**src/rtl/vga_timing_gen_pkg.sv**
```systemverilog
// Shared timing constants and coordinate type for the VGA raster timing generator.
package vga_pkg;

  localparam int COORD_W = 10;

  localparam int H_ACTIVE_DEF = 640;
  localparam int H_FP_DEF     = 16;
  localparam int H_SYNC_DEF   = 96;
  localparam int H_BP_DEF     = 48;
  localparam int V_ACTIVE_DEF = 480;
  localparam int V_FP_DEF     = 10;
  localparam int V_SYNC_DEF   = 2;
  localparam int V_BP_DEF     = 33;

  localparam int H_TOTAL_DEF = H_ACTIVE_DEF + H_FP_DEF + H_SYNC_DEF + H_BP_DEF;
  localparam int V_TOTAL_DEF = V_ACTIVE_DEF + V_FP_DEF + V_SYNC_DEF + V_BP_DEF;

  typedef logic [COORD_W-1:0] coord_t;

endpackage

```
**src/rtl/vga_timing_gen_if.sv**
```systemverilog
// Raster timing bundle shared between the timing generator and pattern consumers.
interface vga_timing_gen_if;
  import vga_pkg::*;

  logic       pix_en;
  logic       hsync;
  logic       vsync;
  logic       display_on;
  coord_t     x;
  coord_t     y;
  logic       next_frame;
  logic [7:0] frame_count;

  modport master (
    input  pix_en,
    output hsync, vsync, display_on, x, y, next_frame, frame_count
  );

  modport slave (
    output pix_en,
    input  hsync, vsync, display_on, x, y, next_frame, frame_count
  );

endinterface

```
**src/rtl/vga_axis_counter.sv**
```systemverilog
// One raster axis: position counter plus sync/active flags evaluated on the next count,
// so the parent can register them in the same stage as the count itself.
module vga_axis_counter
  import vga_pkg::*;
#(
  parameter int ACTIVE = 640,
  parameter int FP     = 16,
  parameter int SYNC   = 96,
  parameter int BP     = 48
) (
  input  logic   clk,
  input  logic   rst_n,
  input  logic   en,
  input  logic   clr,
  output coord_t count,
  output logic   wrap,
  output logic   sync_nxt,
  output logic   active_nxt
);

  localparam int     TOTAL = ACTIVE + FP + SYNC + BP;
  localparam coord_t LAST  = coord_t'(TOTAL - 1);

  coord_t count_nxt;

  assign wrap = (count == LAST);

  always_comb begin
    count_nxt = count;
    if (clr)
      count_nxt = '0;
    else if (en)
      count_nxt = wrap ? '0 : count + coord_t'(1);
  end

  // int compares keep the sync end boundary exact even when it equals 2**COORD_W
  assign sync_nxt   = (int'(count_nxt) >= ACTIVE + FP) && (int'(count_nxt) < ACTIVE + FP + SYNC);
  assign active_nxt = (int'(count_nxt) < ACTIVE);

  always_ff @(posedge clk or negedge rst_n) begin
    if (!rst_n)
      count <= '0;
    else
      count <= count_nxt;
  end

endmodule

```
**src/rtl/vga_timing_gen.sv**
```systemverilog
// 640x480@60 VGA raster timing: x/y counters with syncs, display_on and frame strobe
// all registered in one stage so every output describes the same pixel.
module vga_timing_gen
  import vga_pkg::*;
#(
  parameter int H_ACTIVE = H_ACTIVE_DEF,
  parameter int H_FP     = H_FP_DEF,
  parameter int H_SYNC   = H_SYNC_DEF,
  parameter int H_BP     = H_BP_DEF,
  parameter int V_ACTIVE = V_ACTIVE_DEF,
  parameter int V_FP     = V_FP_DEF,
  parameter int V_SYNC   = V_SYNC_DEF,
  parameter int V_BP     = V_BP_DEF
) (
  input logic              clk,
  input logic              rst_n,
  vga_timing_gen_if.master vga
);

  localparam int     H_TOTAL       = H_ACTIVE + H_FP + H_SYNC + H_BP;
  localparam int     V_TOTAL       = V_ACTIVE + V_FP + V_SYNC + V_BP;
  localparam coord_t V_LAST_ACTIVE = coord_t'(V_ACTIVE - 1);

  generate
    if (H_TOTAL > (1 << COORD_W) || V_TOTAL > (1 << COORD_W)) begin : g_size_check
      $error("vga_timing_gen: H_TOTAL/V_TOTAL exceed coordinate range");
    end
  endgenerate

  coord_t     h_count, v_count;
  logic       h_wrap, v_wrap_unused;
  logic       h_sync_nxt, v_sync_nxt;
  logic       h_act_nxt, v_act_nxt;
  logic       v_en, frame_start;
  logic       hsync_q, vsync_q, display_on_q, next_frame_q;
  logic [7:0] frame_count_q;

  assign v_en        = h_wrap & vga.pix_en;
  assign frame_start = v_en && (v_count == V_LAST_ACTIVE);

  vga_axis_counter #(
    .ACTIVE(H_ACTIVE), .FP(H_FP), .SYNC(H_SYNC), .BP(H_BP)
  ) u_h_counter (
    .clk        (clk),
    .rst_n      (rst_n),
    .en         (vga.pix_en),
    .clr        (1'b0),
    .count      (h_count),
    .wrap       (h_wrap),
    .sync_nxt   (h_sync_nxt),
    .active_nxt (h_act_nxt)
  );

  vga_axis_counter #(
    .ACTIVE(V_ACTIVE), .FP(V_FP), .SYNC(V_SYNC), .BP(V_BP)
  ) u_v_counter (
    .clk        (clk),
    .rst_n      (rst_n),
    .en         (v_en),
    .clr        (1'b0),
    .count      (v_count),
    .wrap       (v_wrap_unused),
    .sync_nxt   (v_sync_nxt),
    .active_nxt (v_act_nxt)
  );

  // With pix_en low the next-state flags equal the current ones, so these hold naturally
  always_ff @(posedge clk or negedge rst_n) begin
    if (!rst_n) begin
      hsync_q       <= 1'b1;
      vsync_q       <= 1'b1;
      display_on_q  <= 1'b1;
      next_frame_q  <= 1'b0;
      frame_count_q <= '0;
    end else begin
      hsync_q      <= ~h_sync_nxt;
      vsync_q      <= ~v_sync_nxt;
      display_on_q <= h_act_nxt & v_act_nxt;
      next_frame_q <= frame_start;
      if (frame_start)
        frame_count_q <= frame_count_q + 8'd1;
    end
  end

  assign vga.x           = h_count;
  assign vga.y           = v_count;
  assign vga.hsync       = hsync_q;
  assign vga.vsync       = vsync_q;
  assign vga.display_on  = display_on_q;
  assign vga.next_frame  = next_frame_q;
  assign vga.frame_count = frame_count_q;

endmodule

```
**src/flat_wrapper.sv**
```systemverilog
// flat-port wrapper written by rule: the top's interface ports become plain ports
module vga_timing_gen_flat import vga_pkg::*;
#(
  parameter int H_ACTIVE = H_ACTIVE_DEF,
  parameter int H_FP     = H_FP_DEF,
  parameter int H_SYNC   = H_SYNC_DEF,
  parameter int H_BP     = H_BP_DEF,
  parameter int V_ACTIVE = V_ACTIVE_DEF,
  parameter int V_FP     = V_FP_DEF,
  parameter int V_SYNC   = V_SYNC_DEF,
  parameter int V_BP     = V_BP_DEF
)
  (clk, rst_n, vga_pix_en, vga_hsync, vga_vsync, vga_display_on, vga_x, vga_y, vga_next_frame, vga_frame_count);
  vga_timing_gen_if vga_i ();
  input logic clk;
  input logic rst_n;
  input wire logic [$bits(vga_i.pix_en)-1:0] vga_pix_en;
  output wire logic [$bits(vga_i.hsync)-1:0] vga_hsync;
  output wire logic [$bits(vga_i.vsync)-1:0] vga_vsync;
  output wire logic [$bits(vga_i.display_on)-1:0] vga_display_on;
  output wire logic [$bits(vga_i.x)-1:0] vga_x;
  output wire logic [$bits(vga_i.y)-1:0] vga_y;
  output wire logic [$bits(vga_i.next_frame)-1:0] vga_next_frame;
  output wire logic [$bits(vga_i.frame_count)-1:0] vga_frame_count;
  assign vga_i.pix_en = vga_pix_en;
  assign vga_hsync = vga_i.hsync;
  assign vga_vsync = vga_i.vsync;
  assign vga_display_on = vga_i.display_on;
  assign vga_x = vga_i.x;
  assign vga_y = vga_i.y;
  assign vga_next_frame = vga_i.next_frame;
  assign vga_frame_count = vga_i.frame_count;
  vga_timing_gen #(.H_ACTIVE(H_ACTIVE), .H_FP(H_FP), .H_SYNC(H_SYNC), .H_BP(H_BP), .V_ACTIVE(V_ACTIVE), .V_FP(V_FP), .V_SYNC(V_SYNC), .V_BP(V_BP)) u_core (.clk(clk), .rst_n(rst_n), .vga(vga_i));
endmodule
```
**config.mk**
```make
export PLATFORM = sky130hd
export DESIGN_NAME = vga_timing_gen_flat
export DESIGN_NICKNAME = d
export VERILOG_FILES = /design/src/rtl/vga_timing_gen_pkg.sv /design/src/rtl/vga_timing_gen_if.sv /design/src/rtl/vga_axis_counter.sv /design/src/rtl/vga_timing_gen.sv /design/src/flat_wrapper.sv
export SDC_FILE = /design/constraint.sdc
export NUM_CORES = 1
export LEC_CHECK = 0
export ABC_AREA = 0
export CORE_ASPECT_RATIO = 1.4
export CORE_UTILIZATION = 50
export CTS_BUF_LIST = sky130_fd_sc_hd__clkbuf_4 sky130_fd_sc_hd__clkbuf_8 sky130_fd_sc_hd__clkbuf_16
export DETAILED_ROUTE_END_ITERATION = 6
export PLACE_DENSITY = 0.85
export SYNTH_ARGS = -nofsm -noshare
export SYNTH_HDL_FRONTEND = slang
export SYNTH_SLANG_ARGS = --single-unit
export TNS_END_PERCENT = 20
```
**constraint.sdc**
```tcl
create_clock -name clk -period 2.4 [get_ports clk]
set_input_delay 0.48 -clock clk [delete_from_list [all_inputs] [get_ports clk]]
set_output_delay 0.48 -clock clk [all_outputs]
set_load 0.005 [all_outputs]
```
==> results.ini <==
[setup_path]
path_cells = ha_2, nand2_1, or3_1, nand3_1, o21ai_0, a311o_1, a221oi_1
start_kind = register
end_kind = register
r2r-end = u_core.vga.display_on$_DFF_PN1_
rrSetupSlack_ns = 0.23
timing.rr.start = u_core.u_v_counter.count[0]$_DFF_PN0_
reg2reg_depth = 7
required_ns = 2.59
crit_buf_inv = 0
critPathMaxFanout = 7
cp_slowest_stage_delay_ns = 0.42
cp_top_family = compound AO/OA/AOI/OAI gates
cpMaxStageDelayCell = dfrtp_1
arrival_ns = 2.36
path_class = reg -> reg

[synthesis]
synth_area_leaders = dfrtp_1, nand2_1, o21ai_0, dfstp_2, xnor2_1
synthCells = 190
synth_area_sq_mm = 0.001780
synth.avg_cell_area_sq_um = 9.371
synth_top_area_cell = dfrtp_1
synth_seq_cells = 32
synth_cell_types = 42
synth_xor_xnor_area_share_pct = 7.379
synthMuxAreaShare_pct = 1.195
yosysSeqAreaShare_pct = 45.19
synth_nets = 197
yosysWarnings = 0
synth_top_family_by_area = simple AND/OR/NAND/NOR gates
yosys.area_share.simple_pct = 27.83
synthAdderAreaFrac_pct = 2.811
synth_top_area_share_pct = 40.76
synth_compound_area_share_pct = 11.74

[pwr]
leakage_nw = 0.9823
ir_drop_uv = 465.0
power_density_mw_per_mm2 = 552.1
power_mw = 1.280

[clock_network]
clkLatencyLatePin_ns = 0.29
clockBufferDepth = 2
clk_pin_slew_ns = 0.07
cts_buffers = 5
cts.sink_count = 32
clock-root-buffer = clkbuf_8
cts_tree = done
htree_levels = 2

[detailed_routing]
routedWlPerCell_um = 14.83
viasPerCell = 5.745
ant_nets = 0
first_iter_violations = 57
route.detailed.drc = 0
wl_um = 4078
first_pass_iters = 4
vias = 1580

[floorplan]
num_rows = 25
die_h_um = 72.61
core_area_sq_mm = 0.003378
floorplan.initialDensity_pct = 52.70
dieArea_sq_mm = 0.003807
die_width_um = 52.44
io_pins = 35

[hold_path]
hp-class = reg -> reg
holdPathStages = 1
min_from = u_core.vga.frame_count[7]$_DFFE_PN0P_
min_to = u_core.vga.frame_count[7]$_DFFE_PN0P_

[sta]
finalSetupViolations = 0
slew_violations = 0
hold_slack_ns = 0.4927
tightest_slew_ns = 0.3932
fmax_mhz = 461.2
rsz0062_at_grt = false
fin_skew_ns = 0.003854
slew_headroom_pct = 73.79
fin_crit_ns = 2.168
finalHoldViolCount = 0
setup_slack_ns = 0.2317
period_share_pct = 90.35

[final_layout]
insertedDiodeCount = 0
final_cell_mix = clkdlybuf4s50_1, dfrtp_1, nand2_1, o21ai_0, nand3_1
area_growth_pct = 30.22
fin_area_sq_mm = 0.002318
drive_gt1_share_pct = 12.34
final_common_cell = clkdlybuf4s50_1
fin_nets = 241

[global_routing]
grt_max_degree = 33
grt_pass1_wl_um = 6962
grt_pass1_vias = 1519
grt_antenna_before_repair = 0
grt-ovfl-total = 0
grtUsageTotal_pct = 25.15

[place]
dpl_cell_area_sq_mm = 0.002218
place.gp.congestion = 0.9257
dp_hpwl_um = 2959
dpl_worst_slack_ns = -0.01804
port_buffers = 34

[run_status]
status = completed

[run]
maxCapViolCount = 0

==> cell type report <==
type | count | area [sq um]
Fill cell | 256 | 1060
Multi-Input combinational cell | 142 | 909.6
Sequential cell | 32 | 804.5
Timing Repair Buffer | 46 | 430.4
Clock buffer | 8 | 97.59
Tap cell | 40 | 50.05
Inverter | 7 | 26.28
==> worst max-delay path by stage <==
stage | startpoint | end | slack, ns | cells after the start
floorplan | u_core.u_h_counter.count[0]$_DFF_PN0_ | u_core.vga.frame_count[7]$_DFFE_PN0P_ | 0.41 | 7
global placement | vga_pix_en | u_core.vga.vsync$_DFF_PN1_ | 0.1 | 7
detailed placement | vga_pix_en | u_core.vga.frame_count[7]$_DFFE_PN0P_ | -0.02 | 7
CTS | u_core.u_h_counter.count[1]$_DFF_PN0_ | u_core.vga.frame_count[7]$_DFFE_PN0P_ | 0.15 | 7
global route | u_core.u_v_counter.count[0]$_DFF_PN0_ | u_core.vga.display_on$_DFF_PN1_ | 0.05 | 7
finish | u_core.u_v_counter.count[0]$_DFF_PN0_ | u_core.vga.display_on$_DFF_PN1_ | 0.23 | 7
==> metrics by stage <==
step | utilization [%] | cells | TNS, ns
3_3_place_gp | 65.67 | 267 | 0
4_1_cts | 68.56 | 275 | 0
6_report | 68.63 | 275 | 0
2_1_floorplan | - | 190 | 0
3_5_place_dp | 65.67 | 267 | -0.01804
5_1_grt | 68.63 | 275 | 0
==> metal layers <==
| layer | wire, um | up-vias | GRT usage, % |
|---|---|---|---|
| met5 | 0 | - | 0 |
| met4 | 122 | 0 | 13.45 |
| met3 | 149 | 11 | 5.000 |
| met2 | 2169 | 39 | 42.90 |
| met1 | 1637 | 755 | 28.80 |
| li1 | - | 775 | - |
==> power by group <==
| group | total, mW | internal (mW) | switching, mW |
|---|---|---|---|
| sequential | 0.637 | 0.577 | 0.0600 |
| combinational | 0.187 | 0.107 | 0.0795 |
| clock | 0.456 | 0.256 | 0.200 |
==> cell usage after synthesis <==
| master | count |
|---|---|
| dfrtp_1 | 29 |
| nand2_1 | 25 |
| o21ai_0 | 17 |
| nand3_1 | 13 |
| nor2_1 | 11 |
| xnor2_1 | 9 |
| nand4_1 | 8 |
| inv_1 | 7 |
| nor3_1 | 6 |
| xor2_1 | 6 |
| a21oi_1 | 5 |
| and3_1 | 4 |
| buf_2 | 4 |
| clkbuf_1 | 4 |
| ha_1 | 4 |
| o31ai_1 | 4 |
| and2_1 | 3 |
| dfstp_2 | 3 |
| nand2b_1 | 2 |
| nand4b_1 | 2 |
| nor4_1 | 2 |
| or3_1 | 2 |
| a21o_1 | 1 |
| a221oi_1 | 1 |
| a22o_1 | 1 |
| a311o_1 | 1 |
| a31oi_1 | 1 |
| and4_1 | 1 |
| and4b_1 | 1 |
| buf_4 | 1 |
| mux2_2 | 1 |
| mux2i_1 | 1 |
| nand4_4 | 1 |
| nor3b_1 | 1 |
| nor4_4 | 1 |
| nor4b_4 | 1 |
| nor4bb_1 | 1 |
| o311a_1 | 1 |
| o32ai_1 | 1 |
| o41ai_1 | 1 |
| or2_2 | 1 |
| or4_1 | 1 |
==> what timing repair did <==
action	CTS	global route
resized for setup	0	1
hold endpoints to repair	0	0
buffers inserted	0	0
setup endpoints to repair	0	2
hold buffers	0	0
==> kinds of logic (layout without fill, tap and decap cells) <==
logic type,count (synthesis),in the layout
xor gates and xnor gates,15,15
muxes,2,2
adders and majority gates,4,4
DFF,32,32
AOI/OAI and AO/OA,34,34
and+or+nand+nor,87,87
buffers and inverters,16,61
==> registers in the layout, summed over array words and instances (netlist names) <==
register and flops:
u_core.vga.display_on 1, u_core.vga.next_frame 1, u_core.u_h_counter.count 10, u_core.vga.vsync 1
u_core.vga.hsync 1, u_core.u_v_counter.count 10, u_core.vga.frame_count 8
==> worst reg2reg max path: cells and delay by family, from the launching register on <==
family          cells  cell delay (ns)
simple gates        3             0.63
flops               1             0.42
fa+ha+maj           1             0.27
compound gates      3             0.75
Power figures use the tool's default switching activity.
